<file path="config.mk">
export PLATFORM = sky130hd
export DESIGN_NAME = reorder_buffer
export DESIGN_NICKNAME = d
export VERILOG_FILES = /design/src/rtl/reorder_buffer_pkg.sv /design/src/rtl/reorder_buffer.sv
export SDC_FILE = /design/constraint.sdc
export NUM_CORES = 1
export LEC_CHECK = 0
export CORE_ASPECT_RATIO = 1.25
export CORE_MARGIN = 8
export CORE_UTILIZATION = 30
export CTS_CLUSTER_DIAMETER = 30
export CTS_CLUSTER_SIZE = 8
export DETAILED_ROUTE_END_ITERATION = 6
export PLACE_DENSITY = 0.49
export SYNTH_ARGS = -nofsm -noshare
export SYNTH_HDL_FRONTEND = slang
export SYNTH_SLANG_ARGS = --single-unit
</file>
<file path="constraint.sdc">
create_clock -name CLK -period 6.32 [get_ports CLK]
set_input_delay 1.264 -clock CLK [delete_from_list [all_inputs] [get_ports CLK]]
set_output_delay 1.264 -clock CLK [all_outputs]
set_load 0.05 [all_outputs]
</file>
<file path="src/rtl/reorder_buffer_pkg.sv">
`default_nettype none
// ----------------------------------------------------------------------------
// reorder_buffer_pkg : shared ROB sizing and common-data-bus field positions
// Revision: 1.0
// ----------------------------------------------------------------------------
package reorder_buffer_pkg;

    localparam int ROB_DEPTH = 8;
    localparam int TAG_W     = 3;
    localparam int CDB_W     = 148;
    localparam int DATA_W    = 32;
    localparam int FLAGS_W   = 4;
    localparam int DEST_W    = 4;
    localparam int COUNT_W   = 4;

    localparam int CDB_VALID_BIT  = 147;
    localparam int CDB_TAG_MSB    = 146;
    localparam int CDB_TAG_LSB    = 144;
    localparam int CDB_RESULT_MSB = 143;
    localparam int CDB_RESULT_LSB = 112;
    localparam int CDB_FLAGS_MSB  = 111;
    localparam int CDB_FLAGS_LSB  = 108;

    localparam logic [COUNT_W-1:0] ROB_FULL_COUNT = 4'd8;

    typedef logic [TAG_W-1:0] rob_tag_t;

endpackage : reorder_buffer_pkg
`default_nettype wire

</file>
<file path="src/rtl/reorder_buffer.sv">
`default_nettype none
// ----------------------------------------------------------------------------
// reorder_buffer : 8-entry circular ROB, CDB completion, in-order retirement
// Revision: 1.0
// ----------------------------------------------------------------------------
module reorder_buffer
    import reorder_buffer_pkg::*;
(
    input  logic               CLK,
    input  logic               Reset,
    input  logic               append,
    input  logic               S,
    input  logic [DEST_W-1:0]  AppendDest,
    input  logic               Flush,
    input  logic [CDB_W-1:0]   CDB,
    input  logic [TAG_W-1:0]   QueryTag,
    output logic [TAG_W-1:0]   ROBTail,
    output logic               Full,
    output logic               QueryDone,
    output logic [DATA_W-1:0]  QueryValue,
    output logic               CommitValid,
    output logic [DEST_W-1:0]  CommitDest,
    output logic [DATA_W-1:0]  CommitValue,
    output logic [FLAGS_W-1:0] CommitFlags,
    output logic               CommitS
);

    logic [ROB_DEPTH-1:0] r_busy;
    logic [ROB_DEPTH-1:0] r_done;
    logic [ROB_DEPTH-1:0] r_s;
    logic [DEST_W-1:0]    r_dest  [ROB_DEPTH];
    logic [DATA_W-1:0]    r_value [ROB_DEPTH];
    logic [FLAGS_W-1:0]   r_flags [ROB_DEPTH];
    rob_tag_t             r_head;
    rob_tag_t             r_tail;
    logic [COUNT_W-1:0]   r_count;

    logic                 w_cdb_valid;
    rob_tag_t             w_cdb_tag;
    logic [DATA_W-1:0]    w_cdb_result;
    logic [FLAGS_W-1:0]   w_cdb_flags;
    logic                 w_cdb_unused;
    logic                 w_retire;
    logic                 w_accept;
    logic                 w_cdb_hit;
    logic                 w_query_bypass;

    assign w_cdb_valid  = CDB[CDB_VALID_BIT];
    assign w_cdb_tag    = CDB[CDB_TAG_MSB:CDB_TAG_LSB];
    assign w_cdb_result = CDB[CDB_RESULT_MSB:CDB_RESULT_LSB];
    assign w_cdb_flags  = CDB[CDB_FLAGS_MSB:CDB_FLAGS_LSB];
    assign w_cdb_unused = ^CDB[CDB_FLAGS_LSB-1:0];

    // Acceptance looks at the pre-retirement count, so a full ROB never reuses a slot in the same edge.
    assign w_retire  = (r_count != '0) && r_done[r_head];
    assign w_accept  = append && (r_count != ROB_FULL_COUNT);
    // A result landing on the head entry must not be re-marked done while that slot is being freed.
    assign w_cdb_hit = w_cdb_valid && r_busy[w_cdb_tag] && !(w_retire && (w_cdb_tag == r_head));

    assign ROBTail = r_tail;
    assign Full    = (r_count == ROB_FULL_COUNT);

    assign w_query_bypass = w_cdb_valid && (w_cdb_tag == QueryTag) && r_busy[QueryTag];
    assign QueryDone      = w_query_bypass || r_done[QueryTag];
    assign QueryValue     = w_query_bypass   ? w_cdb_result :
                            r_done[QueryTag] ? r_value[QueryTag] : '0;

    always_ff @(posedge CLK) begin
        if (Reset || Flush) begin
            r_busy      <= '0;
            r_done      <= '0;
            r_head      <= '0;
            r_tail      <= '0;
            r_count     <= '0;
            CommitValid <= 1'b0;
            if (Reset) begin
                CommitDest  <= '0;
                CommitValue <= '0;
                CommitFlags <= '0;
                CommitS     <= 1'b0;
            end
        end else begin
            CommitValid <= w_retire;
            if (w_retire) begin
                CommitDest     <= r_dest[r_head];
                CommitValue    <= r_value[r_head];
                CommitFlags    <= r_flags[r_head];
                CommitS        <= r_s[r_head];
                r_busy[r_head] <= 1'b0;
                r_done[r_head] <= 1'b0;
                r_head         <= r_head + 1'b1;
            end
            if (w_cdb_hit) begin
                r_done[w_cdb_tag]  <= 1'b1;
                r_value[w_cdb_tag] <= w_cdb_result;
                r_flags[w_cdb_tag] <= w_cdb_flags;
            end
            if (w_accept) begin
                r_busy[r_tail] <= 1'b1;
                r_done[r_tail] <= 1'b0;
                r_s[r_tail]    <= S;
                r_dest[r_tail] <= AppendDest;
                r_tail         <= r_tail + 1'b1;
            end
            r_count <= r_count + {{(COUNT_W-1){1'b0}}, w_accept}
                               - {{(COUNT_W-1){1'b0}}, w_retire};
        end
    end

endmodule : reorder_buffer
`default_nettype wire

</file>
# Word-level counts from Yosys, hierarchy flattened
# Memories as Yosys holds them, arrays and structs flattened. A register that Yosys moved wholly into a read port is not among the register bits.
# Index checks and enable logic that the tools add are counted.
# totals
mem_bits_ro	0
mem_count	3
latch_bits	0
ramBits	320
input_bits	160
wordCells	105
regBits	76
# classes
n_addsub	4
eq_ne	5
n_bitwise	8
n_mux	50
n_shift	0
n_reduce_logical	17
multipliers	0
div	0
n_lt_le_gt_ge	7
# memory_table
memory	words	word_bits	read_ports	rd_clocked_by_memory_dff	wr	line	text
r_value	8	32	2	1	1	reorder_buffer.sv:32	logic [DATA_W-1:0] r_value [ROB_DEPTH];
r_dest	8	4	1	1	1	reorder_buffer.sv:31	logic [DEST_W-1:0] r_dest [ROB_DEPTH];
r_flags	8	4	1	1	1	reorder_buffer.sv:33	logic [FLAGS_W-1:0] r_flags [ROB_DEPTH];
# op_table
op	count
$mux W32	5
$mux W8	8
$and A8 B8 Y8	3
$mux W4	5
$mux W3	6
$mux W1	17
$lt A3 B4 Y1 const B	4
$not A8 Y8	2
$or A8 B8 Y8	2
$bmux W1 S3	5
$logic_and A1 B1 Y1	10
$demux W1 S3	3
$ge A3 B1 Y1 const B	3
$bwmux W8	1
$add A3 B1 Y3 const B	2
$eq A3 B3 Y1	2
$add A4 B1 Y4	1
$eq A4 B4 Y1 const B	1
$ne A4 B4 Y1 const B	1
$reduce_and A2 Y1	2
$reduce_bool A4 Y1	1
$sub A4 B1 Y4	1
$logic_or A1 B1 Y1	2
$ne A2 B2 Y1 const B	1
other kinds (3)	3

# Logic depth before layout (Yosys ltp)
# Gate-level depths: netlist (run 1).
# depth
ltp_word	13
mapped_depth	13
mapped_depth_nobuf	12

# Worst setup path before layout (run 1)
# No wires, ideal clock.
# synth_timing
path_kind	input port to flip-flop
startpoint	in Flush
endpoint	mem r_flags[0][0] (enable)
path_stages	4
arrival_time_ns	4.623
n_path_buf	1
setup_ns	0.474
path_slack_ns	1.224
required_ns	5.846
cell_sequence	or2_2 > clkbuf_1 > or4_1 > nor3_1
# synth_via
elab_chain_cells	3
# synth_rtl
element	line	text
from (decl)	reorder_buffer.sv:14	input logic Flush,
$logic_or A1 B1 Y1	reorder_buffer.sv:69	if (Reset || Flush) begin
$mux W1	reorder_buffer.sv:69	
$mux W1 (implied by the code)	reorder_buffer.sv:96	r_flags[w_cdb_tag] <= w_cdb_flags;
to (decl)	reorder_buffer.sv:33	
# Every way passes these cells.

# Worst setup path in the final report (run 1)
# layout_timing
startpoint	in QueryTag[0]
endpoint	out QueryValue[0]
# layout_via
elab_chain_cells	4
# layout_rtl
element	line	text
from (decl)	reorder_buffer.sv:16	input logic [TAG_W-1:0] QueryTag,
$bmux W1 S3 (tied with other cells)	reorder_buffer.sv:66	r_done[QueryTag] ? r_value[QueryTag] : '0;
$mux W1 (implied by the code) (tied with other cells)	reorder_buffer.sv:66	
$mux W32 or $logic_and A1 B1 Y1 (tied branches)	reorder_buffer.sv:66, reorder_buffer.sv:63	
$mux W32 (*)	reorder_buffer.sv:65	assign QueryValue = w_query_bypass ? w_cdb_result :
to (decl)	reorder_buffer.sv:20	output logic [DATA_W-1:0] QueryValue,
# Mark *: on every way between the ends. The rest lies on a longest branch, timed or not. The select of a mux whose other input is x is not followed.

==> impl_metrics.toml, run 1 <==
[outcome]
run_status = "complete, no violations"

[global_routing]
gr-total-overflow = 0
antenna_found_initial = 4
grt_pass1_vias = 10878
grt_pass1_wl_um = 71000
grt_max_degree = 66
grt_use_total_pct = 14.4

[run]
cap_viol_max_count = 0

[timing]
hold_viol = 0
fmax_mhz = 183
fin_crit_ns = 5.45
tns_ns = 0
final-setup-viol-count = 0
fin_skew_ns = 0.0261
relSlewSlack_pct = 25.1
drv_slew = 0
worstMarginPinSlew_ns = 1.11
fin_hold_ws_ns = 0.486
fin_crit_sh_pct = 86.2
rsz0062_at_grt = "no"

[clock_network]
clk_pin_slew_ns = 0.05
cts_root_buf = "clkbuf_16"
clk_path_buf_depth = 3
cts_hold_buf = 0
cts_resized = 0
postCtsSetupRepairBufs = 0
clock_latency_ns = 0.60
htree_levels = 3
cts_tree = "built"
cts_inserted_buffers = 80
clock_sinks = 399

[logic_synthesis]
synth.avg_cell_area_um2 = 18.3
netlist_area_mm2 = 0.0178
synth_edf_count = 369
synth.area.top_cells = "edfxtp_1, mux4_2, mux2i_1"
ys_types = 49
syn-instance-count = 972
yosys.cell_count.top_type = "edfxtp_1"
ys_ff_latch = 399
synth-main-ff-cell = "edfxtp_1"
synth_top_area_cell = "edfxtp_1"
ys_warn_count = 0
syn-num-nets = 1141
synth_seq_area_share_pct = 65.6
yosys.area.top_type_share_pct = 62.3
synth.top_cells.by_count = "edfxtp_1, mux4_2, mux2i_1, nor2_1, nand2_1"
async_flop_share_pct = 0

[route]
vias = 9959
drt-total-wl_um = 48600
vias_per_cell = 5.07
drtIter0Drc = 544
dr.pass1.iters = 4
drc = 0
wire_per_inst_um = 24.7
ant_nets = 0

[final_layout]
design_area_mm2 = 0.0226
multi_input_area_mm2 = 0.00575
nNetsFinal = 1313
area_growth_pct = 27.0
nFillCells = 5419
drive_gt1_share_pct = 27.8
seqCellArea_mm2 = 0.0117

[place]
place_area_mm2 = 0.0200
numPortBuffers = 130
dpl.hpwl_um = 27500
gp_congestion = 0.762

[critical_path]
cp.required_ns = 5.06
crit_path_end_kind = "output port"
crit_arrival_ns = 4.19
worst-setup-path-type = "in2out"
worstPathMaxFanout = 65
cp-start-kind = "input pin"

[floorplan]
die_h_um = 288
start_util_pct = 30.1
fp.dieW_um = 234
placementRows = 100
core-area_mm2 = 0.0591
die_area_mm2 = 0.0674
ioPinCount = 239

[hold_path]
hp-class = "reg2reg"

[pwr]
p_leak_nw = 7.12
powerDensity_mw_per_mm2 = 321
ir_worst_vdd_mv = 0.190
-- stage by stage --
stage	worst slack, ns	utilization (%)	cells	total power, W
2_1_floorplan	1.22	-	972	0.00312
3_3_place_gp	0.816	33.9	1827	0.00325
3_5_place_dp	0.789	33.9	1827	0.00325
4_1_cts	0.790	38.3	1965	0.00735
5_1_grt	0.700	38.3	1965	0.00748
6_report	0.870	38.3	1966	0.00726
-- logic make-up after synthesis --
kind of cell	count (synthesis)	synth area share, %
xor+xnor	11	0.541
simple gates	155	3.84
buf+inv	83	2.36
flops	399	65.6
fa+ha+maj	9	0.675
compound gates	84	3.39
mux	231	23.6
-- placed cells by master (no fill, tap or decap), drive strengths merged, types with 6 or more instances in the layout --
cell             n
mux4           150
clkdlybuf4s50  122
a21oi            8
clkbuf          88
dfxtp           30
buf             40
mux2i           80
inv             17
nand2           44
edfxtp         369
clkinvlp         6
bufinv           8
clkinv          30
nand2b           8
o21ai           17
o211ai           6
o31ai           37
nor3            12
xor2             6
nand3           11
nor2            64
ha               8
-- path summary, 6_finish.rpt --
check | start | end | slack [ns] | depth (start not counted)
setup reg to reg | r_head[0] | CommitValue[11] | 2.59 | 7
setup / recovery | QueryTag[0] | QueryValue[0] | 0.87 | 7
hold / removal | r_busy[2] | r_busy[2] | 0.49 | 2
hold reg to reg | r_busy[2] | r_busy[2] | 0.49 | 2
-- worst max-delay path: stages --
cell and delay (ns):
buf_4 0.30, mux4_2 0.59, nand3_2 0.13, a2111oi_4 0.09
buf_12 0.21, o31ai_1 0.61, clkdlybuf4s50_1 0.93
-- report_power, final --
group          switching (W)  internal [W]  leakage [nW]  total [W]
Clock                0.00140       0.00265          1.26    0.00406
Sequential        0.00000787       0.00291          3.61    0.00291
Combinational       0.000174      0.000111          2.24   0.000285
-- metal layers --
metal / vias up / track usage (%) / wire length, um / part of all wire (%)
met5: - / 0 / 40 / 0.082
met4: 6 / 4.98 / 1140 / 2.3
met3: 86 / 3.02 / 2580 / 5.3
met2: 278 / 24.6 / 24500 / 50
met1: 5227 / 18.0 / 20300 / 42
li1: 4362 / - / - / -
-- sequential cells by signal, summed over array words and instances (netlist names), 3 cells and up, named ones only --
| name | count |
|---|---|
| CommitDest | 4 |
| CommitFlags | 4 |
| CommitValue | 32 |
| ROBTail | 3 |
| r_busy | 8 |
| r_count | 4 |
| r_dest | 32 |
| r_done | 8 |
| r_flags | 32 |
| r_head | 3 |
| r_s | 8 |
| r_value | 256 |
-- cell type report --
class | instances | share of cell area [%]
multi-input combinational | 490 | 25.4
tap | 765 | 4.24
clock inverter | 50 | 2.54
inverter | 11 | 0.183
timing repair buffer | 162 | 6.89
clock buffer | 88 | 8.99
sequential | 399 | 51.7
antenna | 1 | 0.0111
No activity file was read; power rests on OpenSTA's default activity.
==> run 2, diff against run 1 <==
--- a/config.mk
+++ b/config.mk
@@ -7,11 +7,11 @@
 export LEC_CHECK = 0
 export CORE_ASPECT_RATIO = 1.25
 export CORE_MARGIN = 8
-export CORE_UTILIZATION = 30
+export CORE_UTILIZATION = 35
 export CTS_CLUSTER_DIAMETER = 30
 export CTS_CLUSTER_SIZE = 8
 export DETAILED_ROUTE_END_ITERATION = 6
-export PLACE_DENSITY = 0.49
+export PLACE_DENSITY = 0.55
 export SYNTH_ARGS = -nofsm -noshare
 export SYNTH_HDL_FRONTEND = slang
 export SYNTH_SLANG_ARGS = --single-unit
==> constraint.sdc (replaced) <==
create_clock -name CLK -period 6.32 [get_ports CLK]
set_input_delay 1.264 -clock CLK [delete_from_list [all_inputs] [get_ports CLK]]
set_output_delay 1.264 -clock CLK [all_outputs]
set_load 0.1 [all_outputs]
==> impl_metrics.toml, run 2 (synthesis results as in run 1) <==
[floorplan]
die_area_mm2 = 0.0584
fp.dieW_um = 218
placementRows = 92
start_util_pct = 35.4
core-area_mm2 = 0.0503
die_h_um = 268
ioPinCount = 239

[route]
vias_per_cell = 5.32
drc = 0
vias = 9834
wire_per_inst_um = 24.5
dr.pass1.iters = 5
drt-total-wl_um = 45200
drtIter0Drc = 661
ant_nets = 0

[global_routing]
grt_max_degree = 66
gr-usage-met2_pct = 27.1
grt-busiest-layer = "met2"
grt_pass1_vias = 10739
grt_pass1_wl_um = 67100
grtUsageMet1_pct = 18.2
antenna_found_initial = 3
grt_use_total_pct = 15.4
gr-total-overflow = 0
grt_util_met3_pct = 3.56

[clock_network]
clock_sinks = 399
cts_hold_buf = 0
cts_tree = "built"
cts_inserted_buffers = 78
clk_pin_slew_ns = 0.04
clk_path_buf_depth = 3
clock_latency_ns = 0.57
cts_root_buf = "clkbuf_16"
cts_resized = 0
postCtsSetupRepairBufs = 0
htree_levels = 3

[final_layout]
layout_common_cells = "edfxtp_1, mux4_2, clkdlybuf4s50_1"
drive_gt1_share_pct = 29.0
area_growth_pct = 24.8
regMostFlops = "r_value"
layout_commonest_cell = "edfxtp_1"
nNetsFinal = 1308
largest_reg_flops = 256
nFillCells = 4332
final_util_pct = 44.2

[critical_path]
critical-path-slowest-cell = "clkdlybuf4s50_1"
critPathBufInv = 3
worstPathMaxFanout = 51
cp-start-kind = "input pin"
cp_cell_sequence = "clkdlybuf4s50_1 > xor2_1 > a2111oi_4 > buf_12 > nand2_1 > o31ai_1 > buf_4"
cp_num_cells = 7
crit_arrival_ns = 3.76
cpPeakStageDelay_ns = 0.85
worst-setup-path-type = "in2out"
r2r-end = "r_count[2]"
cp_top_family = "buffers and inverters"
crit_path_end_kind = "output port"
cp.required_ns = 5.06
reg2reg_depth = 12
timing.rr.start = "r_head[0]"
crit_end = "QueryValue[31]"
startpoint = "CDB[144]"
reg2reg_setup_slack_ns = 2.93

[place]
gp_congestion = 0.766
numPortBuffers = 130
dpl.hpwl_um = 26400
place_ws_ns = 1.31

[timing]
fin_hold_ws_ns = 0.484
final-setup-viol-count = 0
fin_crit_sh_pct = 79.5
tns_ns = 0
rsz0062_at_grt = "no"
relSlewSlack_pct = 30.6
drv_slew = 0
fin_crit_ns = 5.02
fmax_mhz = 199
fin_skew_ns = 0.0142
hold_viol = 0
worstMarginPinSlew_ns = 1.03
finalWorstSetupSlack_ns = 1.30

[pwr]
ir_worst_vdd_mv = 0.192
powerDensity_mw_per_mm2 = 319
p_leak_nw = 7.06

[run]
cap_viol_max_count = 0

[outcome]
run_status = "complete, no violations"

[hold_path]
min_from = "r_done[0]"
hp-class = "reg2reg"
-- run 2: cell types whose count changed in the layout (fill, tap and decap cells not counted), sizes merged --
cell,before,now
inv,17,10
diode,1,2
clkdlybuf4s50,122,94
bufinv,8,7
clkinv,30,19
buf,40,65
clkinvlp,6,12
clkbuf,88,94
-- run 2: cell type report --
cell class | count | area, um^2 | share of cell area [%]
Antenna cell | 2 | 5.00 | 0.0225
Clock buffer | 94 | 2080 | 9.34
Clock inverter | 37 | 388 | 1.75
Inverter | 11 | 41.3 | 0.186
Multi-Input combinational cell | 490 | 5740 | 25.8
Sequential cell | 399 | 11700 | 52.6
Tap cell | 658 | 823 | 3.71
Timing Repair Buffer | 159 | 1450 | 6.53
-- run 2: how the worst min path moves through the flow --
| stage | cells after the start | slack (ns) | endpoint |
|---|---|---|---|
| after floorplan | 2 | 0.45 | r_done[0] |
| after global placement | 2 | 0.48 | r_done[0] |
| after detailed placement | 2 | 0.48 | r_done[0] |
| after CTS | 2 | 0.48 | r_done[0] |
| after global routing | 2 | 0.51 | r_done[0] |
| final | 2 | 0.48 | r_done[0] |
-- run 2: per-layer routing --
layer	up-vias	part of all wire (%)
li1	4349	-
met1	5133	40
met2	270	52
met3	78	5.5
met4	4	2.6
met5	-	0.060
-- run 2: worst register-to-register path: cells and delay by family, from the launching register on --
kind,cells,cell delay [ns]
buf+inv,5,0.82
compound gates,2,0.60
simple gates,1,0.05
flops,1,0.88
xor+xnor,1,0.15
fa+ha+maj,3,0.77
-- run 2: where the power goes --
part | internal, W | switching [W] | total [W] | leakage (nW)
sequential | 0.00291 | 0.00000823 | 0.00292 | 3.61
clock | 0.00259 | 0.00126 | 0.00385 | 1.17
combinational | 0.000109 | 0.000222 | 0.000330 | 2.28
-- run 2: per-stage QoR --
step                area (um^2)  power [W]  cells
global route              22200    0.00731   1848
CTS                       22200    0.00717   1848
global placement          19700    0.00330   1717
finish                    22200    0.00709   1850
detailed placement        19700    0.00330   1717
floorplan                 17800    0.00317    972
